==> config.mk <==
export PLATFORM = sky130hd
export DESIGN_NAME = vga_timing_gen_flat
export DESIGN_NICKNAME = d
export VERILOG_FILES = /design/src/rtl/vga_timing_gen_if.sv /design/src/rtl/vga_timing_gen.sv /design/src/flat_wrapper.sv
export SDC_FILE = /design/constraint.sdc
export NUM_CORES = 1
export LEC_CHECK = 0
export CAP_MARGIN = 0
export CORE_MARGIN = 1.5
export CORE_UTILIZATION = 51
export DETAILED_ROUTE_END_ITERATION = 8
export GPL_ROUTABILITY_DRIVEN = 0
export MAX_ROUTING_LAYER = met4
export PLACE_DENSITY = 0.8
export SYNTH_ARGS = -nofsm -noshare
export SYNTH_HDL_FRONTEND = slang
export SYNTH_SLANG_ARGS = --single-unit
export TNS_END_PERCENT = 10
==> constraint.sdc <==
create_clock -name clk -period 2.5 [get_ports clk]
set_input_delay 0.375 -clock clk [delete_from_list [all_inputs] [get_ports clk]]
set_output_delay 0.375 -clock clk [all_outputs]
set_load 0.005 [all_outputs]
==> src/rtl/vga_timing_gen_if.sv <==
// Signals between the VGA timing generator, the pixel-colour lookup and the connector.
// The generator drives the master modport.
interface vga_timing_gen_if;
  logic [15:0] x;
  logic [15:0] y;
  logic [2:0]  rgb_in;
  logic        pix_en;
  logic [7:0]  vga_r;
  logic [7:0]  vga_g;
  logic [7:0]  vga_b;
  logic        hsync;
  logic        vsync;
  logic        active;
  logic        frame_start;

  modport master (
    output x, y, pix_en, vga_r, vga_g, vga_b, hsync, vsync, active, frame_start,
    input  rgb_in
  );

  modport slave (
    input  x, y, pix_en, vga_r, vga_g, vga_b, hsync, vsync, active, frame_start,
    output rgb_in
  );
endinterface

==> src/rtl/vga_timing_gen.sv <==
// VGA timing generator: pixel-rate divider, h/v counters, clamped lookup coordinates,
// and one registered stage that keeps colour, blanking and sync aligned.
module vga_timing_gen #(
  parameter int H_ACTIVE = 640,
  parameter int H_FP     = 16,
  parameter int H_SYNC   = 96,
  parameter int H_BP     = 48,
  parameter int V_ACTIVE = 480,
  parameter int V_FP     = 10,
  parameter int V_SYNC   = 2,
  parameter int V_BP     = 33,
  parameter int CLK_DIV  = 2,
  parameter bit SYNC_POL = 1'b0
) (
  input logic             clk,
  input logic             rst_n,
  vga_timing_gen_if.master bus
);

  localparam int H_TOTAL = H_ACTIVE + H_FP + H_SYNC + H_BP;
  localparam int V_TOTAL = V_ACTIVE + V_FP + V_SYNC + V_BP;

  localparam logic [15:0] DIV_LAST = 16'(CLK_DIV - 1);
  localparam logic [15:0] H_LAST   = 16'(H_TOTAL - 1);
  localparam logic [15:0] V_LAST   = 16'(V_TOTAL - 1);
  localparam logic [15:0] H_ACT    = 16'(H_ACTIVE);
  localparam logic [15:0] V_ACT    = 16'(V_ACTIVE);
  localparam logic [15:0] HS_BEG   = 16'(H_ACTIVE + H_FP);
  localparam logic [15:0] HS_END   = 16'(H_ACTIVE + H_FP + H_SYNC);
  localparam logic [15:0] VS_BEG   = 16'(V_ACTIVE + V_FP);
  localparam logic [15:0] VS_END   = 16'(V_ACTIVE + V_FP + V_SYNC);

  logic [15:0] div_cnt;
  logic [15:0] h_cnt;
  logic [15:0] v_cnt;
  logic        pix_en;

  logic        vis_p0;
  logic        hzone_p0;
  logic        vzone_p0;
  logic        origin_p0;

  logic [7:0]  r_p1;
  logic [7:0]  g_p1;
  logic [7:0]  b_p1;
  logic        act_p1;
  logic        hs_p1;
  logic        vs_p1;
  logic        fs_p1;

  function automatic logic [7:0] expand(input logic colour_bit, input logic vis);
    return vis ? {8{colour_bit}} : 8'h00;
  endfunction

  // With CLK_DIV=1 the divider sits at 0 and pix_en stays high.
  assign pix_en = (div_cnt == DIV_LAST);

  always_ff @(posedge clk or negedge rst_n) begin
    if (!rst_n) begin
      div_cnt <= '0;
    end else if (pix_en) begin
      div_cnt <= '0;
    end else begin
      div_cnt <= div_cnt + 16'd1;
    end
  end

  always_ff @(posedge clk or negedge rst_n) begin
    if (!rst_n) begin
      h_cnt <= '0;
      v_cnt <= '0;
    end else if (pix_en) begin
      if (h_cnt == H_LAST) begin
        h_cnt <= '0;
        v_cnt <= (v_cnt == V_LAST) ? 16'd0 : v_cnt + 16'd1;
      end else begin
        h_cnt <= h_cnt + 16'd1;
      end
    end
  end

  // Stage 0: decode the current counter position
  assign vis_p0    = (h_cnt < H_ACT) && (v_cnt < V_ACT);
  assign hzone_p0  = (h_cnt >= HS_BEG) && (h_cnt < HS_END);
  assign vzone_p0  = (v_cnt >= VS_BEG) && (v_cnt < VS_END);
  assign origin_p0 = (h_cnt == 16'd0) && (v_cnt == 16'd0);

  assign bus.x      = (h_cnt < H_ACT) ? h_cnt : 16'd0;
  assign bus.y      = (v_cnt < V_ACT) ? v_cnt : 16'd0;
  assign bus.pix_en = pix_en;

  // Stage 1: everything leaving the block is registered on the same pix_en
  always_ff @(posedge clk or negedge rst_n) begin
    if (!rst_n) begin
      r_p1   <= 8'h00;
      g_p1   <= 8'h00;
      b_p1   <= 8'h00;
      act_p1 <= 1'b0;
      hs_p1  <= ~SYNC_POL;
      vs_p1  <= ~SYNC_POL;
      fs_p1  <= 1'b0;
    end else begin
      fs_p1 <= pix_en && origin_p0;
      if (pix_en) begin
        r_p1   <= expand(bus.rgb_in[2], vis_p0);
        g_p1   <= expand(bus.rgb_in[1], vis_p0);
        b_p1   <= expand(bus.rgb_in[0], vis_p0);
        act_p1 <= vis_p0;
        hs_p1  <= hzone_p0 ? SYNC_POL : ~SYNC_POL;
        vs_p1  <= vzone_p0 ? SYNC_POL : ~SYNC_POL;
      end
    end
  end

  assign bus.vga_r       = r_p1;
  assign bus.vga_g       = g_p1;
  assign bus.vga_b       = b_p1;
  assign bus.active      = act_p1;
  assign bus.hsync       = hs_p1;
  assign bus.vsync       = vs_p1;
  assign bus.frame_start = fs_p1;

endmodule

==> src/flat_wrapper.sv <==
// flat-port wrapper written by rule: the top's interface ports become plain ports
module vga_timing_gen_flat 
#(
  parameter int H_ACTIVE = 640,
  parameter int H_FP     = 16,
  parameter int H_SYNC   = 96,
  parameter int H_BP     = 48,
  parameter int V_ACTIVE = 480,
  parameter int V_FP     = 10,
  parameter int V_SYNC   = 2,
  parameter int V_BP     = 33,
  parameter int CLK_DIV  = 2,
  parameter bit SYNC_POL = 1'b0
)
  (clk, rst_n, bus_x, bus_y, bus_pix_en, bus_vga_r, bus_vga_g, bus_vga_b, bus_hsync, bus_vsync, bus_active, bus_frame_start, bus_rgb_in);
  vga_timing_gen_if bus_i ();
  input logic clk;
  input logic rst_n;
  output wire logic [$bits(bus_i.x)-1:0] bus_x;
  output wire logic [$bits(bus_i.y)-1:0] bus_y;
  output wire logic [$bits(bus_i.pix_en)-1:0] bus_pix_en;
  output wire logic [$bits(bus_i.vga_r)-1:0] bus_vga_r;
  output wire logic [$bits(bus_i.vga_g)-1:0] bus_vga_g;
  output wire logic [$bits(bus_i.vga_b)-1:0] bus_vga_b;
  output wire logic [$bits(bus_i.hsync)-1:0] bus_hsync;
  output wire logic [$bits(bus_i.vsync)-1:0] bus_vsync;
  output wire logic [$bits(bus_i.active)-1:0] bus_active;
  output wire logic [$bits(bus_i.frame_start)-1:0] bus_frame_start;
  input wire logic [$bits(bus_i.rgb_in)-1:0] bus_rgb_in;
  assign bus_x = bus_i.x;
  assign bus_y = bus_i.y;
  assign bus_pix_en = bus_i.pix_en;
  assign bus_vga_r = bus_i.vga_r;
  assign bus_vga_g = bus_i.vga_g;
  assign bus_vga_b = bus_i.vga_b;
  assign bus_hsync = bus_i.hsync;
  assign bus_vsync = bus_i.vsync;
  assign bus_active = bus_i.active;
  assign bus_frame_start = bus_i.frame_start;
  assign bus_i.rgb_in = bus_rgb_in;
  vga_timing_gen #(.H_ACTIVE(H_ACTIVE), .H_FP(H_FP), .H_SYNC(H_SYNC), .H_BP(H_BP), .V_ACTIVE(V_ACTIVE), .V_FP(V_FP), .V_SYNC(V_SYNC), .V_BP(V_BP), .CLK_DIV(CLK_DIV), .SYNC_POL(SYNC_POL)) u_core (.clk(clk), .rst_n(rst_n), .bus(bus_i));
endmodule
Word-level counts from Yosys, hierarchy flattened
Index checks and enable logic that the tools add are counted.
{"block": "op_classes", "n_addsub": 3, "mul": 0, "n_div": 0, "n_lt_le_gt_ge": 6, "n_eq_ne": 3, "n_shift": 0, "muxes": 10, "bitwise_logic": 0, "n_reduce_logical": 8}
{"op": "two-way mux 16 bit", "n": 5}
{"op": "adder 16 x 1 -> 16 bit (second input constant)", "n": 3}
{"op": "== test 16 x 10 -> 1 bit (second input constant)", "n": 2}
{"op": "zero test 16 bit", "n": 2}
{"op": "less-than comparator 16 x 10 -> 1 bit (second input constant)", "n": 2}
{"op": "less-than comparator 16 x 9 -> 1 bit (second input constant)", "n": 2}
{"op": "two-way mux 8 bit", "n": 3}
{"op": "== test 16 x 1 -> 1 bit (second input constant)", "n": 1}
{"op": "greater-or-equal comparator 16 x 10 -> 1 bit (second input constant)", "n": 1}
{"op": "greater-or-equal comparator 16 x 9 -> 1 bit (second input constant)", "n": 1}
{"op": "logical AND 1 bit", "n": 5}
{"op": "two-way mux 1 bit", "n": 2}
{"op": "AND reduction 2 bit", "n": 1}
{"block": "totals", "register_bits": 76, "latch_bits": 0, "mem_bits_rw": 0, "romBits": 0, "input_bits": 5, "out_inout_bits": 61, "memories": 0}

Longest topological paths before layout
Gate-level depths: netlist (run 1).
{"block": "logic_depth", "ltp_word": 3, "ltp_mapped": 9, "ltp_nobuf": 8}

Worst setup path before layout (run 1)
No wires, ideal clock.
{"block": "synth_path", "path_kind": "register to output", "startpoint": "register u_core.v_cnt[13]", "endpoint": "output bus_y[0]", "arrival_time_ps": 1701, "path_slack_ps": 424, "stages_incl_launch_ff": 5, "n_path_buf": 0, "cell_sequence": "dfrtp_1 > or4_1 > or3_1 > nor3b_4 > and2_1"}
{"block": "synth_between", "elab_chain_cells": 2}
{"item": "from (decl)", "line": "vga_timing_gen.sv:35", "source": "logic [15:0] v_cnt;"}
{"item": "from (signal assigned)", "line": "vga_timing_gen.sv:75", "source": "v_cnt <= (v_cnt == V_LAST) ? 16'd0 : v_cnt + 16'd1;"}
{"item": "less-than comparator 16 x 9 -> 1 bit", "line": "vga_timing_gen.sv:89", "source": "assign bus.y = (v_cnt < V_ACT) ? v_cnt : 16'd0;"}
{"item": "two-way mux 16 bit", "line": "vga_timing_gen.sv:89"}
{"item": "to (decl)", "line": "flat_wrapper.sv:20", "source": "output wire logic [$bits(bus_i.y)-1:0] bus_y;"}
No other way between the ends.

Worst setup path in the final report (run 1)
{"block": "layout_path", "startpoint": "register u_core.v_cnt[11]", "endpoint": "output bus_y[6]"}
The elaborated chain is that of the path after synthesis.

==> impl_metrics.yaml, run 1 <==
pwr:
  p_sw_uw: 359
  totalPowerFinal_mw: 1.49
  combPwrFrac_pct: 4.9
  clkPwrFrac_pct: 35.0
  power_frac_seq_pct: 60.1
  irDropWorstVdd_v: 0.000224
  intPower_mw: 1.13
  p_sw_share_pct: 24.1
  leakagePower_nw: 1.77
  powerDensity_nw_per_um2: 385
finish:
  final_common_cell: "dfrtp_1"
  final_cell_mix: "dfrtp_1 (53), clkdlybuf4s50_1 (32), nand2_1 (31)"
  final_core_util_pct: 65.1
  fillCellCount: 470
  area_growth_pct: 22.5
  stdcell_count: 464
  n_antenna_cell: 0
  drive_gt1_share_pct: 22.9
  fin_nets: 399
critical_path:
  critical_path_class: "reg -> out"
  critical_path.cell_chain: "or4_4, or3_4, nor3b_4, buf_6, buf_4, buf_4, and2_1, buf_2"
  critPathSlowestCell: "or4_4"
  end_kind: "output port"
  crit_fanout: 2
  crit_arrival_ps: 2380
  cp_slowest_stage_delay_ps: 560
  critPathLaunchType: "register"
  critPathRequiredTime_ps: 2120
  cpMostUsedCell: "buf_4"
sta:
  fin_skew_ps: 10.3
  hold_viol: 0
  setup_viol: 13
  finalSetupTns_ps: -2050
  fin_crit_ps: 2750
  fin_hold_ws_ps: 486
  layout_setup_ws_ps: -251
  rsz0062_at_grt: "yes"
  relSlewSlack_pct: 59.5
  tightest_slew_ps: 603
  max_freq_mhz: 363
  fin_crit_sh_pct: 110
  drv_slew: 0
route:
  dr.pass1.iters: 4
  drt-initial-drc-count: 172
  via_per_inst: 5.54
  drt_wl_total_um: 7350
  wl_per_cell_um: 15.8
  vias: 2570
  drc: 0
  ant_nets: 0
grt:
  antenna_found_initial: 0
  use_met2_pct: 39.9
  met3_usage_pct: 4.22
  top_usage_layer: "met2"
  grt_start_max_net_pins: 25
  grt_usage_pct: 23.7
  use_met1_pct: 28.0
  grt_pass1_wl_um: 11700
  grt_pass1_vias: 2485
  gr-total-overflow: 0
synthesis:
  synth-edff-count: 0
  yosysTopAreaCell: "dfrtp_1"
  synthesis.area_um2: 3160
  synth_seq_cells: 55
  yosysSeqAreaShare_pct: 43.6
  synth_cell_types: 48
  synth.top_cell.area_share_pct: 41.9
  postSynthAreaPerCell_um2: 9.71
  synth_flop_cell: "dfrtp_1"
  synth_area_leaders: "dfrtp_1 (42%), buf_4 (8.1%), xnor2_1 (6.1%)"
  ys_async_sr_fraction_pct: 100
  syn_inst: 326
  yosysWarnings: 0
clock_network:
  cts_max_level: 2
  clock_sinks: 55
  cts_buffer_depth: 2
  cts_root_buf: "clkbuf_8"
  cts_buffers: 5
  clk_pin_slew_ps: 110
  clock_latency_ps: 320
  cts_tree: "done"
flow_run:
  cap_violations: 0
floorplanning:
  io_pins: 66
  start_util_pct: 53.1
  dieWidth_um: 81.8
  die_h_um: 81.8
  num_rows: 28
  die-area_um2: 6690
  fp.coreArea_um2: 5960
placement:
  hpwl_um: 5040
  portBuffers: 52
  placedCellCount: 444
status:
  status: "finished with violations"
  violations: "negative setup slack"
hold_path:
  hold_path.class: "reg -> reg"
-- critical path: cells and delay by family, from the launching register on --
family / cells / cell delay, ps
buf+inv: 4 / 400
flops: 1 / 420
simple gates: 4 / 1230
-- power groups by stage --
stage | clock network, mW | registers (mW) | logic, mW
after floorplan | 0 | 0.914 | 0.0473
after global routing | 0.552 | 0.898 | 0.0847
after detailed placement | 0 | 0.914 | 0.0741
final | 0.523 | 0.897 | 0.0737
after CTS | 0.525 | 0.897 | 0.0753
after global placement | 0 | 0.914 | 0.0719
-- metrics by stage --
step           setup slack [ps]  cell area (um^2)
2_1_floorplan               424              3210
3_3_place_gp               -102              3680
3_5_place_dp               -150              3680
4_1_cts                    -282              3850
5_1_grt                    -293              3880
6_report                   -251              3880
-- registers in the layout, indices dropped and copies added, names as in the netlist --
name / count
u_core.h_cnt: 16
u_core.bus.active: 1
u_core.bus.vga_r: 1
u_core.bus.hsync: 1
u_core.v_cnt: 16
u_core.bus.vga_g: 1
u_core.div_cnt: 16
u_core.bus.vga_b: 1
u_core.bus.frame_start: 1
u_core.bus.vsync: 1
-- final timing paths --
path                                                   start                      endpoint  slack [ps]  depth (start not counted)
worst max-delay path            u_core.v_cnt[11]$_DFFE_PN0P_                      bus_y[6]        -250                          8
worst min-delay path            u_core.bus.vsync$_DFFE_PN1N_  u_core.bus.vsync$_DFFE_PN1N_         490                          2
worst max register to register   u_core.h_cnt[8]$_DFFE_PN0N_   u_core.v_cnt[8]$_DFFE_PN0P_         240                          5
worst min register to register  u_core.bus.vsync$_DFFE_PN1N_  u_core.bus.vsync$_DFFE_PN1N_         490                          2
max in group asynchronous                              rst_n  u_core.v_cnt[10]$_DFFE_PN0P_        1320                          3
min in group asynchronous                              rst_n   u_core.div_cnt[9]$_DFF_PN0_         520                          2
-- cells by family (layout without fill, tap and decap cells) --
kind of cell             count (synthesis)  count (layout)  synth area share [%]
buffers and inverters                   49             100                  10.2
AND/OR/NAND/NOR                        148             148                  28.2
other                                    1              13                 0.119
AO/OA/AOI/OAI                           33              33                  6.13
flip-flops                              55              55                  43.6
adder cells (fa/ha/maj)                  6               6                  2.37
multiplexers                             1               1                 0.356
XOR/XNOR                                33              33                  9.13
-- Yosys cell counts (5+ instances only) --
cell type / instances
dfrtp_1: 53
and3_1: 10
xnor2_1: 22
buf_4: 34
nor2_1: 14
nand2_1: 31
and2_1: 15
nand3_1: 19
inv_1: 7
nand4_1: 13
nor3_1: 10
o21ai_0: 19
xor2_1: 11
nor4_1: 5
ha_1: 6
-- layout make-up --
| type | instances | area (um^2) | share of cell area, % |
|---|---|---|---|
| Clock inverter | 3 | 22.5 | 0.581 |
| Inverter | 7 | 26.3 | 0.678 |
| Clock buffer | 5 | 68.8 | 1.77 |
| Sequential cell | 55 | 1380 | 35.6 |
| Timing Repair Buffer | 85 | 721 | 18.6 |
| Tap cell | 75 | 93.8 | 2.42 |
| Multi-Input combinational cell | 234 | 1570 | 40.4 |
-- per-layer routing --
layer,share of wire (%),wire (um)
met1,42,3080
met2,51,3750
met3,5.2,382
met4,1.9,141
met5,0,0
-- repair_timing --
action / in CTS / in global routing
hold buffers: 1 / 0
endpoints found under the hold margin: 6 / 0
gates resized for setup: 77 / 16
setup buffers: 7 / 4
setup endpoints to repair: 19 / 20
pin swaps: 6 / 5
(Power assumes the default switching activity.)
==> run 2, diff against run 1 <==
--- a/config.mk
+++ b/config.mk
@@ -5,7 +5,7 @@
 export SDC_FILE = /design/constraint.sdc
 export NUM_CORES = 1
 export LEC_CHECK = 0
-export CAP_MARGIN = 0
+export CAP_MARGIN = 20
 export CORE_MARGIN = 1.5
 export CORE_UTILIZATION = 51
 export DETAILED_ROUTE_END_ITERATION = 8
==> results of run 2 <==
Final layout, timing and power as in run 1 (identical DEF).
==> run 3, diff against run 2 <==
--- a/config.mk
+++ b/config.mk
@@ -11,7 +11,7 @@
 export DETAILED_ROUTE_END_ITERATION = 8
 export GPL_ROUTABILITY_DRIVEN = 0
 export MAX_ROUTING_LAYER = met4
-export PLACE_DENSITY = 0.8
+export PLACE_DENSITY = 0.88
 export SYNTH_ARGS = -nofsm -noshare
 export SYNTH_HDL_FRONTEND = slang
 export SYNTH_SLANG_ARGS = --single-unit
==> run 3 against run 2 <==
  * The flow still finishes with violations (negative setup slack)
  * Register-to-register slack improved by 60 ps
  * Largest cell class unchanged
  * Flip-flop and latch count did not move
  * Routed wire length is 9.6% lower
  * Clock power decreased by 11%
  * Non-clock buffer count shrank 5
  * Global-route usage is 1.9 points lower
  * Sequential share of layout area rose by 0.60 points
  * Critical endpoint unchanged
  * Power down 4.0%
  * Combinational power is 2% lower
  * Critical path depth unchanged
  * Critical path type unchanged
  * First-iteration DRC count up 42%
  * Core utilization decreased by 1.0 points
==> impl_metrics.yaml, run 3 (synthesized netlist as in run 1, its figures left out) <==
critical_path:
  end_kind: "output port"
  r2r-end: "u_core.h_cnt[10]$_DFFE_PN0N_"
  crit_fanout: 5
  critPathRequiredTime_ps: 2120
  critical_path_class: "reg -> out"
  crit_arrival_ps: 2320
  reg2reg_slack_ps: 300
  reg2reg_from: "u_core.h_cnt[14]$_DFFE_PN0N_"
  critPathLaunchType: "register"
  worst-r2r-cell-count: 6
flow_run:
  cap_violations: 0
sta:
  layout_setup_ws_ps: -192
  tightest_slew_ps: 555
  hold_viol: 0
  max_freq_mhz: 371
  drv_slew: 0
  relSlewSlack_pct: 62.7
  fin_crit_ps: 2690
  fin_crit_sh_pct: 108
  rsz0062_at_grt: "yes"
  setup_viol: 13
  fin_skew_ps: 15.8
hold_path:
  whs_path_depth: 1
  hold_path.class: "reg -> reg"
  hold_end: "u_core.div_cnt[15]$_DFF_PN0_"
  min-delay-start: "u_core.div_cnt[15]$_DFF_PN0_"
route:
  wl_per_cell_um: 14.5
  drt_wl_total_um: 6650
  dr.pass1.iters: 4
  vias: 2511
  drc: 0
  ant_nets: 0
  via_per_inst: 5.47
  drt-initial-drc-count: 244
finish:
  n_antenna_cell: 0
  fin_nets: 394
  final_common_cell: "dfrtp_1"
  final_core_util_pct: 64.1
  area_growth_pct: 20.6
  drive_gt1_share_pct: 20.6
  stdcell_count: 459
  largestRegisters: "u_core.div_cnt (16), u_core.h_cnt (16), u_core.v_cnt (16)"
  final_cell_mix: "dfrtp_1 (52), clkdlybuf4s50_1 (32), nand2_1 (31)"
  fillCellCount: 485
status:
  status: "finished with violations"
  violations: "negative setup slack"
pwr:
  leakagePower_nw: 1.74
  powerDensity_nw_per_um2: 376
  irDropWorstVdd_v: 0.000269
clock_network:
  clock_sinks: 55
  cts_max_level: 2
  cts_buffer_depth: 2
  clock_latency_ps: 300
  cts_root_buf: "clkbuf_8"
  clk_pin_slew_ps: 90
  cts_tree: "done"
  cts_buffers: 5
grt:
  gr-total-overflow: 0
  grt_pass1_vias: 2379
  grt_start_max_net_pins: 25
  grt_pass1_wl_um: 11000
  grt_usage_pct: 21.8
  antenna_found_initial: 0
placement:
  portBuffers: 52
  placedCellCount: 444
  hpwl_um: 4830
  place_ws_ps: -174
floorplanning:
  start_util_pct: 53.1
  dieWidth_um: 81.8
  fp.coreArea_um2: 5960
  num_rows: 28
  die-area_um2: 6690
  io_pins: 66
  die_h_um: 81.8
[run 3: power by group]
part / leakage (nW) / internal (mW) / switching (mW)
Sequential: 0.735 / 0.891 / 0.00517
Clock: 0.0422 / 0.197 / 0.267
Combinational: 0.964 / 0.0404 / 0.0321
Total: 1.74 / 1.13 / 0.304
[run 3: area by class of cell]
class	count	area (um^2)	share of cell area (%)
Clock buffer	7	76.3	2.00
Inverter	7	26.3	0.689
Timing Repair Buffer	80	676	17.7
Multi-Input combinational cell	234	1560	40.9
Tap cell	75	93.8	2.46
Sequential cell	55	1380	36.2
Clock inverter	1	5.00	0.131
[run 3: through the flow]
step	instance area, um^2	setup TNS (ps)	power [mW]	hold WS [ps]
2_1_floorplan	3210	0	0.961	79.4
3_3_place_gp	3680	-1190	0.986	318
3_5_place_dp	3680	-1870	0.988	318
4_1_cts	3830	-1890	1.45	481
5_1_grt	3820	-2150	1.48	504
6_report	3820	-953	1.43	473
[run 3: per-layer routing]
metal	wire length, um	vias up	GRT usage (%)	share of wire, %
li1	-	1197	-	-
met5	0	-	-	0
met3	448	14	3.22	6.7
met2	3340	95	35.2	50
met4	133	0	8.14	2.0
met1	2730	1205	27.6	41
[run 3: how the worst max path moves through the flow]
stage,startpoint,to,slack [ps],depth (start not counted)
2_1_floorplan,u_core.v_cnt[13]$_DFFE_PN0P_,bus_y[0],420,4
3_3_place_gp,u_core.v_cnt[13]$_DFFE_PN0P_,bus_y[5],-100,6
3_5_place_dp,u_core.v_cnt[13]$_DFFE_PN0P_,bus_y[0],-170,6
4_1_cts,u_core.v_cnt[11]$_DFFE_PN0P_,bus_y[7],-250,8
5_1_grt,u_core.v_cnt[11]$_DFFE_PN0P_,bus_y[6],-270,8
6_report,u_core.v_cnt[11]$_DFFE_PN0P_,bus_y[6],-190,8
[run 3: timing repair]
item                                    4_1_cts  5_1_grt
hold buffers                                  1        0
resized for setup                            75        8
pin swaps                                     6        4
endpoints found under the setup margin       19       21
setup buffers                                 6        0
endpoints found under the hold margin        16        0
[run 3: critical path, stage by stage, from the launching register on]
cell     delay, ps
dfrtp_1        390
or4_4          540
or3_4          360
nor3b_4        210
buf_6          140
buf_6           90
buf_6           90
and2_4         140
buf_6           80
